## src/rtl/input_debouncer.sv

```systemverilog
// Two-flop synchronizer and per-channel stability counter for eight slide
// switches and one button, with registered level and single-cycle event outputs.
module input_debouncer #(
  parameter int unsigned STABLE_CYCLES = 100000
) (
  input  logic       clock,
  input  logic       reset,
  input  logic [7:0] sw_raw,
  input  logic       btn_raw,
  output logic [7:0] sw_clean,
  output logic       btn_clean,
  output logic       btn_press,
  output logic       btn_release,
  output logic       sw_changed
);

  localparam int unsigned CW = $clog2(STABLE_CYCLES + 1);
  localparam logic [CW-1:0] LAST = CW'(STABLE_CYCLES - 1);
  localparam logic [CW-1:0] ONE = CW'(1);

  // Channel 8 is the button, channels 7:0 the switches.
  logic [8:0]    raw;
  logic [8:0]    sync1;
  logic [8:0]    sync2;
  logic [8:0]    clean;
  logic [8:0]    upd;
  logic [CW-1:0] cnt [9];

  assign raw = {btn_raw, sw_raw};

  always_comb begin
    upd = '0;
    for (int i = 0; i < 9; i++) begin
      upd[i] = (sync2[i] != clean[i]) && (cnt[i] == LAST);
    end
  end

  always_ff @(posedge clock) begin
    if (reset) begin
      sync1       <= '0;
      sync2       <= '0;
      clean       <= '0;
      btn_press   <= 1'b0;
      btn_release <= 1'b0;
      sw_changed  <= 1'b0;
      for (int i = 0; i < 9; i++) begin
        cnt[i] <= '0;
      end
    end else begin
      sync1 <= raw;
      sync2 <= sync1;
      for (int i = 0; i < 9; i++) begin
        // Any return to the accepted level drops all accumulated credit.
        if ((sync2[i] == clean[i]) || upd[i]) begin
          cnt[i] <= '0;
        end else begin
          cnt[i] <= cnt[i] + ONE;
        end
        if (upd[i]) begin
          clean[i] <= sync2[i];
        end
      end
      btn_press   <= upd[8] & sync2[8];
      btn_release <= upd[8] & ~sync2[8];
      sw_changed  <= |upd[7:0];
    end
  end

  assign sw_clean  = clean[7:0];
  assign btn_clean = clean[8];

endmodule

```

## config.mk

```make
export PLATFORM = sky130hd
export DESIGN_NAME = input_debouncer
export DESIGN_NICKNAME = d
export VERILOG_FILES = /design/src/rtl/input_debouncer.sv
export SDC_FILE = /design/constraint.sdc
export NUM_CORES = 1
export LEC_CHECK = 0
export BUFFER_PORTS_ARGS = -buffer_cell sky130_fd_sc_hd__buf_2
export CORE_AREA = 8 8 140 142
export DETAILED_ROUTE_END_ITERATION = 12
export DIE_AREA = 0 0 148 150
export GPL_TIMING_DRIVEN = 0
export PLACE_DENSITY = 0.71
export SYNTH_ARGS = -nofsm -noshare
export SYNTH_HDL_FRONTEND = slang
export SYNTH_SLANG_ARGS = --single-unit
```

## constraint.sdc

```tcl
create_clock -name clock -period 3.52 [get_ports clock]
set_input_delay 0.352 -clock clock [delete_from_list [all_inputs] [get_ports clock]]
set_output_delay 0.352 -clock clock [all_outputs]
set_load 0.03 [all_outputs]
```

# After elaboration in Yosys (flattened, before gate mapping)
# Memories as Yosys holds them, arrays and structs flattened.
# Index checks and enable logic that the tools add are counted.
# totals
input_bits	11
n_memories	1
ramBits	153
reg_bits	30
# memory_table
memory	depth	width	read_ports	rd_clocked_by_memory_dff	write_ports	line_no	text
cnt	9	17	9	0	9	27	logic [CW-1:0] cnt [9];
# classes
eq_ne	27
n_reduce_logical	19
add_sub_neg	9
mux	74
bitwise	21
# ops
operator	n
$mux 17	18
$add 17x1->17 const B	9
$eq 17x17->1 const B	9
$mux 1	56
$or 1x1->1	18
$eq 1x1->1	9
$logic_and 1x1->1	9
$logic_or 1x1->1	9
$ne 1x1->1	9
$reduce_or 8->1	1
$and 1x1->1	2
$not 1->1	1

# Longest topological paths before layout
# Gate-level depths: netlist of run 1.
# depth
depth_word	8
ltp_mapped	8

# Least setup slack after synthesis of run 1
# OpenSTA, ideal clock, no wires.
# synth_path
kind	register to register
startpoint	memory cnt[3][5] in the netlist's numbering
endpoint	memory cnt[3][3] in the netlist's numbering (data pin)
required_time_ps	3265
setup_slack_ps	1386
arrival_time_ps	1879
period_less_slack_ps	2134
stages_incl_launch_ff	7
setup_ps	255
n_path_buf	2
path_cell_list	edfxtp_1 > buf_6 > or4b_4 > or4_4 > nand2_4 > buf_12 > nor2_2
# synth_lines
item	line_no
from (decl)	27

==> results of run 1 <==
==> logic make-up (layout without fill, tap and decap cells) <==
logic type | count (synthesis) | after routing | share of synthesized area
buffers and inverters | 48 | 102 | 0.02575
other | 1 | 153 | 0.0003979
XOR/XNOR | 107 | 107 | 0.09943
multiplexers | 7 | 7 | 0.007434
flip-flops | 183 | 183 | 0.5512
AO/OA/AOI/OAI | 82 | 82 | 0.04898
adder cells (fa/ha/maj) | 9 | 9 | 0.01195
AND/OR/NAND/NOR | 436 | 436 | 0.2549
==> cell type report <==
type                    count  area, sq um
fillers                  1518         6551
flip-flops and latches    183         5195
multi-input cells         794         4558
clock buffers              22        518.0
well taps                 229        286.5
plain buffers              25        156.4
repair buffers             22        110.1
inverters                  23        86.33
clock inverters            10        72.57
==> how the worst min path moves through the flow <==
stage,startpoint,cells after the start,endpoint
floorplan,sync1[0],1,sync2[0]
global placement,sync1[4],1,sync2[4]
detailed placement,sync1[1],1,sync2[1]
CTS,sw_raw[5],2,sync1[5]
global route,sw_raw[5],2,sync1[5]
finish,sw_raw[5],2,sync1[5]
==> flip-flops by register name, indices dropped and copies added (netlist names) <==
name         count
cnt            153
sw_changed       1
clean            9
sync2            9
btn_release      1
btn_press        1
sync1            9
==> through the flow <==
step           cells  total power, W  setup slack (ns)  hold WS [ns]  instance area, sq um
3_3_place_gp    1276        0.002744             1.035        0.4181                 10390
6_report        1308        0.004590             1.076        0.1357                 10980
5_1_grt         1308        0.004761            0.8781        0.1361                 10980
2_1_floorplan   1025        0.002693             1.386        0.4138                  9996
3_5_place_dp    1276        0.002750             1.044        0.4227                 10390
4_1_cts         1308        0.004634             1.028        0.1169                 10980
==> routing by layer <==
metal / wire, microns / part of all wire / global-route usage / vias to the layer above
li1: - / - / - / 3451
met1: 7920 / 0.48 / 0.1940 / 3165
met2: 7893 / 0.48 / 0.2564 / 88
met3: 543 / 0.033 / 0.03326 / 17
met4: 231 / 0.014 / 0.06374 / 0
met5: 0 / 0 / 0 / -
==> placed cells by master (no fill, tap or decap), types with 14 or more instances in the layout <==
cell type    n
a21oi_1     37
o21ai_0     27
edfxtp_1   153
inv_1       23
nor4_1      14
xor2_1      61
or3_1       28
clkbuf_16   20
dfxtp_1     30
nor2b_1     18
nand4_1     49
xnor2_1     46
or4_1       19
nand3_1     34
nor2_1     123
buf_2       32
and3_1      14
nor3_1      15
conb_1     153
nand2_1     50
==> report_power, final <==
group	total, W	switching, W	internal, W
Combinational	0.000191	0.000113	0.0000780
Sequential	0.00252	0.0000855	0.00243
Clock	0.00188	0.000823	0.00106
==> critical path, delay by kind of cell, from the launching register on <==
kind                     cells  cell delay [ns]
buffers and inverters        1             0.32
flip-flops                   1             0.39
AO/OA/AOI/OAI                1             0.47
adder cells (fa/ha/maj)      1             0.20
AND/OR/NAND/NOR              3             0.80
==> impl_metrics.json, run 1 <==
{
  "status": "complete, no violations",
  "clk_path_buf_depth": 2,
  "post_cts_resized": 0,
  "cts_tree": "yes",
  "clockRootBuffer": "clkbuf_16",
  "r2r_cells": 6,
  "drv_cap": 0,
  "cts_hold_buf": 0,
  "grt_max_degree": 17,
  "grt_pass1_wl_microns": 28170,
  "clock_latency_ns": 0.43,
  "yosysWarnings": 0,
  "htree_levels": 4,
  "yosys.cell_count.top_type": "edfxtp_1",
  "start_util": 0.5375,
  "die_w_microns": 148,
  "gp_congestion": 0.7909,
  "portBuffers": 22,
  "leakagePower_nw": 3.874,
  "synth_largest_area_cell": "edfxtp_1",
  "syn-cell-area_sq_um": 9425,
  "worst_pin_slew_ns": 0.6286,
  "async_flop_share": 0,
  "critPathCaptureType": "flip-flop",
  "ys_ff_latch": 183,
  "core_area_sq_um": 17530,
  "via_per_inst": 5.138,
  "cts_buffers": 17,
  "track_usage": 0.1549,
  "setup_viol": 0,
  "synth_cell_types": 54,
  "area_growth_pct": 16.53,
  "crit_chain": "ha_1 -> nand3_1 -> or4_1 -> o21ai_1 -> buf_2 -> nor2_1",
  "powerDensity_nw_per_um2": 418.0,
  "max_stage_delay_ns": 0.51,
  "hold_viol": 0,
  "rows": 49,
  "final_nets": 1086,
  "critical_path_class": "reg2reg",
  "crit_fanout": 10,
  "worstPathArrival_ns": 2.62,
  "r2r_slack_ns": 1.08,
  "holdCritPathClass": "in2reg",
  "post_cts_buffers": 0,
  "grt_pass1_vias": 6288,
  "ys_top_cells_by_area": "edfxtp_1 49%, dfxtp_1 6.4%, xor2_1 5.7%, nor2_1 4.9%, xnor2_1 4.3%",
  "max_freq_mhz": 409.1,
  "detail-route-antenna-nets": 0,
  "drtPass1Iterations": 5,
  "synthTopCellsByCount": "153 x edfxtp_1, 123 x nor2_1, 61 x xor2_1",
  "finClkSkew_ns": 0.01179,
  "drive_gt1_frac": 0.08712,
  "rsz0062_at_grt": "false",
  "vdd_drop_max_v": 0.0003636,
  "die_h_microns": 150,
  "critical_path_required_ns": 3.70,
  "io_pins": 23,
  "grt_antenna_before_repair": 0,
  "vias": 6721,
  "synth_top_area_share": 0.4875,
  "period_minus_slack_ns": 2.444,
  "hpwl_microns": 12080,
  "cp_slowest_cell": "or4_1",
  "synth_flop_cell": "edfxtp_1",
  "dieArea_sq_um": 22200,
  "maxSlewHeadroom": 0.5810,
  "drc": 0,
  "cts.clk_slew.worst_paths_ns": 0.07,
  "synth_area_per_cell_sq_um": 10.80,
  "synth_edf_count": 153,
  "ys_seq_area_frac": 0.5512,
  "overflow": 0,
  "n_antenna_cell": 0,
  "cts_sinks": 183,
  "drtIter0Drc": 417,
  "slew_violations": 0,
  "crit_path_end": "cnt[6][11]",
  "startpoint_type": "flip-flop",
  "r2r_start": "cnt[6][0]",
  "fin_crit_sh": 0.6945,
  "fin_util": 0.6264,
  "r2r-end": "cnt[6][11]",
  "fin_tns_setup_ns": 0,
  "wire_per_inst_microns": 12.68,
  "cp-startpoint": "cnt[6][0]",
  "drt_wl_total_microns": 16590,
  "synth_cells": 873
}
No activity file was read; power rests on OpenSTA's default activity.
==> run 2, diff against run 1 <==
- PLACE_DENSITY: 0.71 -> 0.74
- clock period: 3.52 -> 2 ns (I/O delays scaled with it)
==> run 2 against run 1 <==
Effect of this change:
- the flow now finishes with violations (setup timing)
- largest power group unchanged
- sequential power rose by 76%
- register-to-register slack worse by 1.2 ns
- via count is 5.9% higher
- total power increased by 84%
- count of clock-buffer cells in the layout rose by 1
- critical endpoint is now cnt[3][3]
- die area did not move
- combinational power grew to 2.5 times the previous value
==> impl_metrics.json, run 2 (synthesis results as in run 1) <==
{
  "critPathCaptureType": "flip-flop",
  "setup_viol": 59,
  "p_clk_frac": 0.419,
  "overflow": 0,
  "clockRootBuffer": "clkbuf_16",
  "max_stage_delay_ns": 0.61,
  "io_pins": 23,
  "area_growth_pct": 29.27,
  "power_frac_seq": 0.524,
  "finalPower_w": 0.008454,
  "critical_path_required_ns": 2.19,
  "vdd_drop_max_v": 0.0006334,
  "r2r_slack_ns": -0.10,
  "crit_chain": "or4bb_1 -> or4_4 -> nand2_8 -> buf_12 -> nor2_2",
  "final_cell_mix": "153 x edfxtp_1, 153 x conb_1, 79 x nor2_1, 61 x xor2_1, 54 x buf_4",
  "cp_slowest_cell": "or4_4",
  "cts_sinks": 183,
  "place_area_sq_um": 10480,
  "grt_antenna_before_repair": 0,
  "drive_gt1_frac": 0.2152,
  "startpoint_type": "flip-flop",
  "period_minus_slack_ns": 2.104,
  "p_sw_w": 0.001891,
  "drc": 0,
  "detail-route-antenna-nets": 0,
  "wire_per_inst_microns": 13.78,
  "whs_endpoint": "sync1[1]",
  "portBuffers": 22,
  "r2r_start": "cnt[3][13]",
  "powerDensity_nw_per_um2": 693.8,
  "p_sw_frac": 0.2236,
  "holdCritStartpoint": "sw_raw[1]",
  "finClkSkew_ns": 0.008128,
  "crit_fanout": 10,
  "final_nets": 1150,
  "worst_pin_slew_ns": 0.6655,
  "grt_pass1_wl_microns": 30460,
  "whs_ns": 0.01245,
  "dp.cells": 1276,
  "status": "finished with violations",
  "cts_tree": "yes",
  "start_util": 0.5375,
  "hold_viol": 0,
  "largest_register_ffs": 153,
  "finalWorstSetupSlack_ns": -0.1038,
  "grt_pass1_vias": 6640,
  "path_delay_family": "simple AND/OR/NAND/NOR gates",
  "top_register": "cnt",
  "cts.clk_slew.worst_paths_ns": 0.07,
  "via_per_inst": 5.186,
  "fin_crit_sh": 1.052,
  "gp_congestion": 0.8127,
  "combPwrFrac": 0.057,
  "critPathBufInv": 1,
  "holdPathStages": 2,
  "r2r_cells": 5,
  "drtIter0Drc": 374,
  "clk_path_buf_depth": 2,
  "die_h_microns": 150,
  "fin_tns_setup_ns": -2.462,
  "drt_wl_total_microns": 18910,
  "holdCritPathClass": "in2reg",
  "clock_latency_ns": 0.43,
  "worstPathArrival_ns": 2.29,
  "nFillCells": 1346,
  "die_w_microns": 148,
  "p_int_w": 0.006563,
  "finalInstanceArea_sq_um": 12180,
  "htree_levels": 4,
  "drtPass1Iterations": 5,
  "hpwl_microns": 12020,
  "track_usage": 0.1688,
  "instances_no_fill": 1372,
  "rows": 49,
  "slew_violations": 0,
  "leakagePower_nw": 4.379,
  "core_area_sq_um": 17530,
  "cts_buffers": 17,
  "dieArea_sq_um": 22200,
  "violations": "setup timing",
  "grt_max_degree": 17,
  "r2r-end": "cnt[3][3]",
  "maxSlewHeadroom": 0.5564,
  "cp.depth": 5,
  "critical_path_class": "reg2reg",
  "rsz0062_at_grt": "true",
  "max_freq_mhz": 475.3,
  "n_antenna_cell": 0,
  "vias": 7115,
  "drv_cap": 0
}
[run 2: changes by cell type in the layout (fill, tap and decap cells not counted), moves of 5 or more]
cell and change:
nor2_1 -44, or4_4 +8, buf_6 +14, a21oi_2 +14, buf_2 -10, buf_4 +49, nor2_4 +22, a21oi_1 -14
or4_1 -8, buf_8 +5, nor2_2 +22
[run 2: final cells by class]
class,instances,area (sq um),area share
Sequential cell,183,5195,0.4264
Multi-Input combinational cell,794,5045,0.4140
Timing Repair Buffer,90,723.2,0.05936
Clock buffer,23,543.0,0.04457
Tap cell,229,286.5,0.02352
Buffer,21,212.7,0.01746
Clock inverter,9,92.59,0.007599
Inverter,23,86.33,0.007086
[run 2: per-layer routing]
layer	routed length [microns]	vias up	GRT usage
li1	-	3576	-
met1	8229	3378	0.2012
met2	9759	128	0.2943
met3	567	33	0.03750
met4	358	0	0.06170
met5	0	-	0
[run 2: what timing repair did]
action                                  4_1_cts  5_1_grt
gates resized for setup                      56       85
cloned                                        3        1
setup buffers                                36       24
endpoints found under the hold margin         4        0
hold buffers                                  4        0
endpoints found under the setup margin      131      116
pin swaps                                    23       43
[run 2: worst max path at each step]
stage                    start    endpoint  slack [ns]
CTS                 cnt[3][13]   cnt[3][3]       -0.11
finish              cnt[3][13]   cnt[3][3]       -0.10
floorplan           cnt[3][14]   cnt[3][3]       -0.02
global placement     cnt[6][0]  cnt[6][12]       -0.33
global route         cnt[0][0]  cnt[0][11]       -0.15
detailed placement   cnt[6][0]   cnt[6][7]       -0.37
[run 2: power by group through the flow]
stage	Combinational, W	Sequential (W)	Clock [W]
after floorplan	0.000281	0.00447	0
final	0.000484	0.00443	0.00354
after CTS	0.000416	0.00442	0.00361
after global placement	0.000334	0.00450	0
after global routing	0.000539	0.00445	0.00375
after detailed placement	0.000337	0.00451	0
[run 2: metrics by stage]
step,setup slack (ns),util
2_1_floorplan,-0.02499,-
3_3_place_gp,-0.3306,0.5978
3_5_place_dp,-0.3661,0.5978
4_1_cts,-0.1056,0.6655
5_1_grt,-0.1468,0.6949
6_report,-0.1038,0.6949
==> run 3, diff against run 2 <==
- ABC_AREA: not set -> 1
- CORE_AREA: 8 8 140 142 -> 8 8 144 146
- DIE_AREA: 0 0 148 150 -> 0 0 152 154
- PLACE_DENSITY: 0.74 -> 0.73
- RECOVER_POWER: not set -> 25
==> run 3 against run 2 <==
Effect of this change:
- highest routed layer unchanged
- the flow now finishes without violations
- clock skew about the same
- register-to-register slack better by 0.24 ns
- global-route usage down 1.3 points
==> impl_metrics.json, run 3 <==
{
  "drtIter0Drc": 290,
  "p_sw_frac": 0.2263,
  "p_clk_frac": 0.395,
  "hpwl_microns": 13060,
  "largest_register_ffs": 153,
  "place_area_sq_um": 10880,
  "cp_slowest_cell": "edfxtp_1",
  "core_area_sq_um": 18460,
  "async_flop_share": 0,
  "crit_fanout": 10,
  "grt_max_degree": 17,
  "ys_ff_latch": 183,
  "cts_tree": "yes",
  "setup_viol": 0,
  "portBuffers": 21,
  "status": "complete, no violations",
  "vias": 7364,
  "track_usage": 0.1556,
  "area_growth_pct": 15.94,
  "synthTopCellsByCount": "203 x nor2_1, 186 x nand2_1, 155 x inv_1",
  "hold_viol": 0,
  "via_per_inst": 4.708,
  "synth_top_area_share": 0.4634,
  "gp_congestion": 0.8510,
  "n_antenna_cell": 0,
  "yosysWarnings": 0,
  "yosys.cell_count.top_type": "nor2_1",
  "instances_no_fill": 1564,
  "holdCritPathClass": "in2reg",
  "period_minus_slack_ns": 1.861,
  "startpoint_type": "flip-flop",
  "cts.clk_slew.worst_paths_ns": 0.07,
  "critical_path_required_ns": 2.18,
  "finClkSkew_ns": 0.008474,
  "slew_violations": 0,
  "critPathCaptureType": "flip-flop",
  "max_freq_mhz": 537.2,
  "synth_cell_types": 40,
  "fin_tns_setup_ns": 0,
  "die_h_microns": 154,
  "cts_sinks": 183,
  "maxSlewHeadroom": 0.5835,
  "layout_commonest_cell": "nor2_1",
  "cts_buffers": 17,
  "final_nets": 1337,
  "ys_top_cells_by_area": "edfxtp_1 46%, nor2_1 7.7%, nand2_1 7.0%, dfxtp_1 6.1%, inv_1 5.9%",
  "drc": 0,
  "critPathBufInv": 1,
  "synth_area_per_cell_sq_um": 8.876,
  "wire_per_inst_microns": 11.11,
  "dp.cells": 1524,
  "finalInstanceArea_sq_um": 11490,
  "powerDensity_nw_per_um2": 690.1,
  "fin_crit_sh": 0.9307,
  "crit_chain": "ha_1 -> nand3_1 -> nor3_2 -> nand2_1 -> nand3_2 -> buf_4 -> a21oi_1",
  "detail-route-antenna-nets": 0,
  "critical_path_class": "reg2reg",
  "vdd_drop_max_v": 0.0006692,
  "rows": 50,
  "overflow": 0,
  "die_w_microns": 152,
  "dieArea_sq_um": 23410,
  "synth_cells": 1117,
  "combPwrFrac": 0.049,
  "p_sw_w": 0.001795,
  "max_stage_delay_ns": 0.38,
  "drive_gt1_frac": 0.09173,
  "synth_largest_area_cell": "edfxtp_1",
  "clk_path_buf_depth": 2,
  "synth_flop_cell": "edfxtp_1",
  "power_frac_seq": 0.556,
  "p_int_w": 0.006137,
  "rsz0062_at_grt": "false",
  "clockRootBuffer": "clkbuf_16",
  "top_register": "cnt",
  "leakagePower_nw": 4.846,
  "io_pins": 23,
  "htree_levels": 4,
  "drtPass1Iterations": 5,
  "clock_latency_ns": 0.43,
  "grt_pass1_vias": 7059,
  "post_cts_buffers": 0,
  "grt_antenna_before_repair": 0,
  "drt_wl_total_microns": 17380,
  "worstPathArrival_ns": 2.04,
  "worst_pin_slew_ns": 0.6247,
  "path_delay_family": "simple AND/OR/NAND/NOR gates",
  "syn-cell-area_sq_um": 9915,
  "start_util": 0.5372,
  "grt_pass1_wl_microns": 30560,
  "synth_edf_count": 153,
  "drv_cap": 0,
  "final_cell_mix": "203 x nor2_1, 185 x nand2_1, 155 x inv_1, 153 x edfxtp_1, 153 x conb_1",
  "ys_seq_area_frac": 0.5240
}
## run 3: cell count changes after synthesis, moves of 14 or more
cell and delta:
nand4_1 -22, or3_1 -28, o21ai_0 -18, xnor2_1 -28, nor2b_1 -18, and3_1 -14, nand2_1 +136, inv_1 +132
nor3_1 +37, or4_1 -19, nor2_1 +80, nand3_2 +15, nand3_1 +28
## run 3: logic make-up after synthesis
kind of cell,synth area share
xor+xnor,0.06095
other cells,0.0003782
buf+inv,0.06903
flops,0.5240
fa+ha+maj,0.01136
simple gates,0.2983
compound gates,0.03597
## run 3: worst register-to-register path: cells and delay by family, from the launching register on
family	cells	cell delay, ns
compound gates	1	0.06
simple gates	4	0.75
buf+inv	1	0.21
flops	1	0.38
fa+ha+maj	1	0.21
## run 3: path summary, 6_finish.rpt
kind,from,to,slack [ns],cells past startpoint
worst max-delay path,cnt[7][0],cnt[7][14],0.14,7
worst min-delay path,sw_raw[1],sync1[1],0.02,3
worst max register to register,cnt[7][0],cnt[7][14],0.14,7
worst min register to register,sync1[0],sync2[0],0.40,2
## run 3: power by group through the flow
stage | clock [W] | sequential (W) | combinational [W]
3_5_place_dp | 0 | 0.00449 | 0.000364
5_1_grt | 0.00335 | 0.00443 | 0.000449
2_1_floorplan | 0 | 0.00446 | 0.000301
6_report | 0.00314 | 0.00441 | 0.000387
3_3_place_gp | 0 | 0.00449 | 0.000359
4_1_cts | 0.00322 | 0.00441 | 0.000379
## run 3: area by class of cell
cell class | instances | area (sq um)
multi-input combinational | 915 | 4603
inverter | 159 | 596.8
tap | 234 | 292.8
timing repair buffer | 29 | 170.2
sequential | 183 | 5195
fill | 1580 | 6960
clock buffer | 22 | 483.0
buffer | 12 | 87.58
clock inverter | 10 | 66.31
## run 3: through the flow
stage                     utilization  total power (W)  worst slack [ns]  hold WS [ns]
after floorplan                     -         0.004757            0.4343        0.3070
after global placement         0.5897         0.004844            0.1607        0.3916
after detailed placement       0.5897         0.004856            0.1298        0.3934
after CTS                      0.6238         0.008009            0.1073      0.001894
after global routing           0.6228         0.008227         0.0003566       0.04507
final                          0.6228         0.007932            0.1386       0.02330
## run 3: metal layers
layer | vias up | wire [microns] | GRT usage
li1 | 3931 | - | -
met1 | 3316 | 8328 | 0.1927
met3 | 26 | 500 | 0.03139
met5 | - | 0 | 0
met4 | 0 | 276 | 0.05997
met2 | 91 | 8276 | 0.2639
## run 3: repair_timing
| action | in CTS | in global routing |
|---|---|---|
| resized for setup | 0 | 1 |
| hold endpoints to repair | 8 | 0 |
| hold buffers | 8 | 0 |
| endpoints found under the setup margin | 0 | 10 |
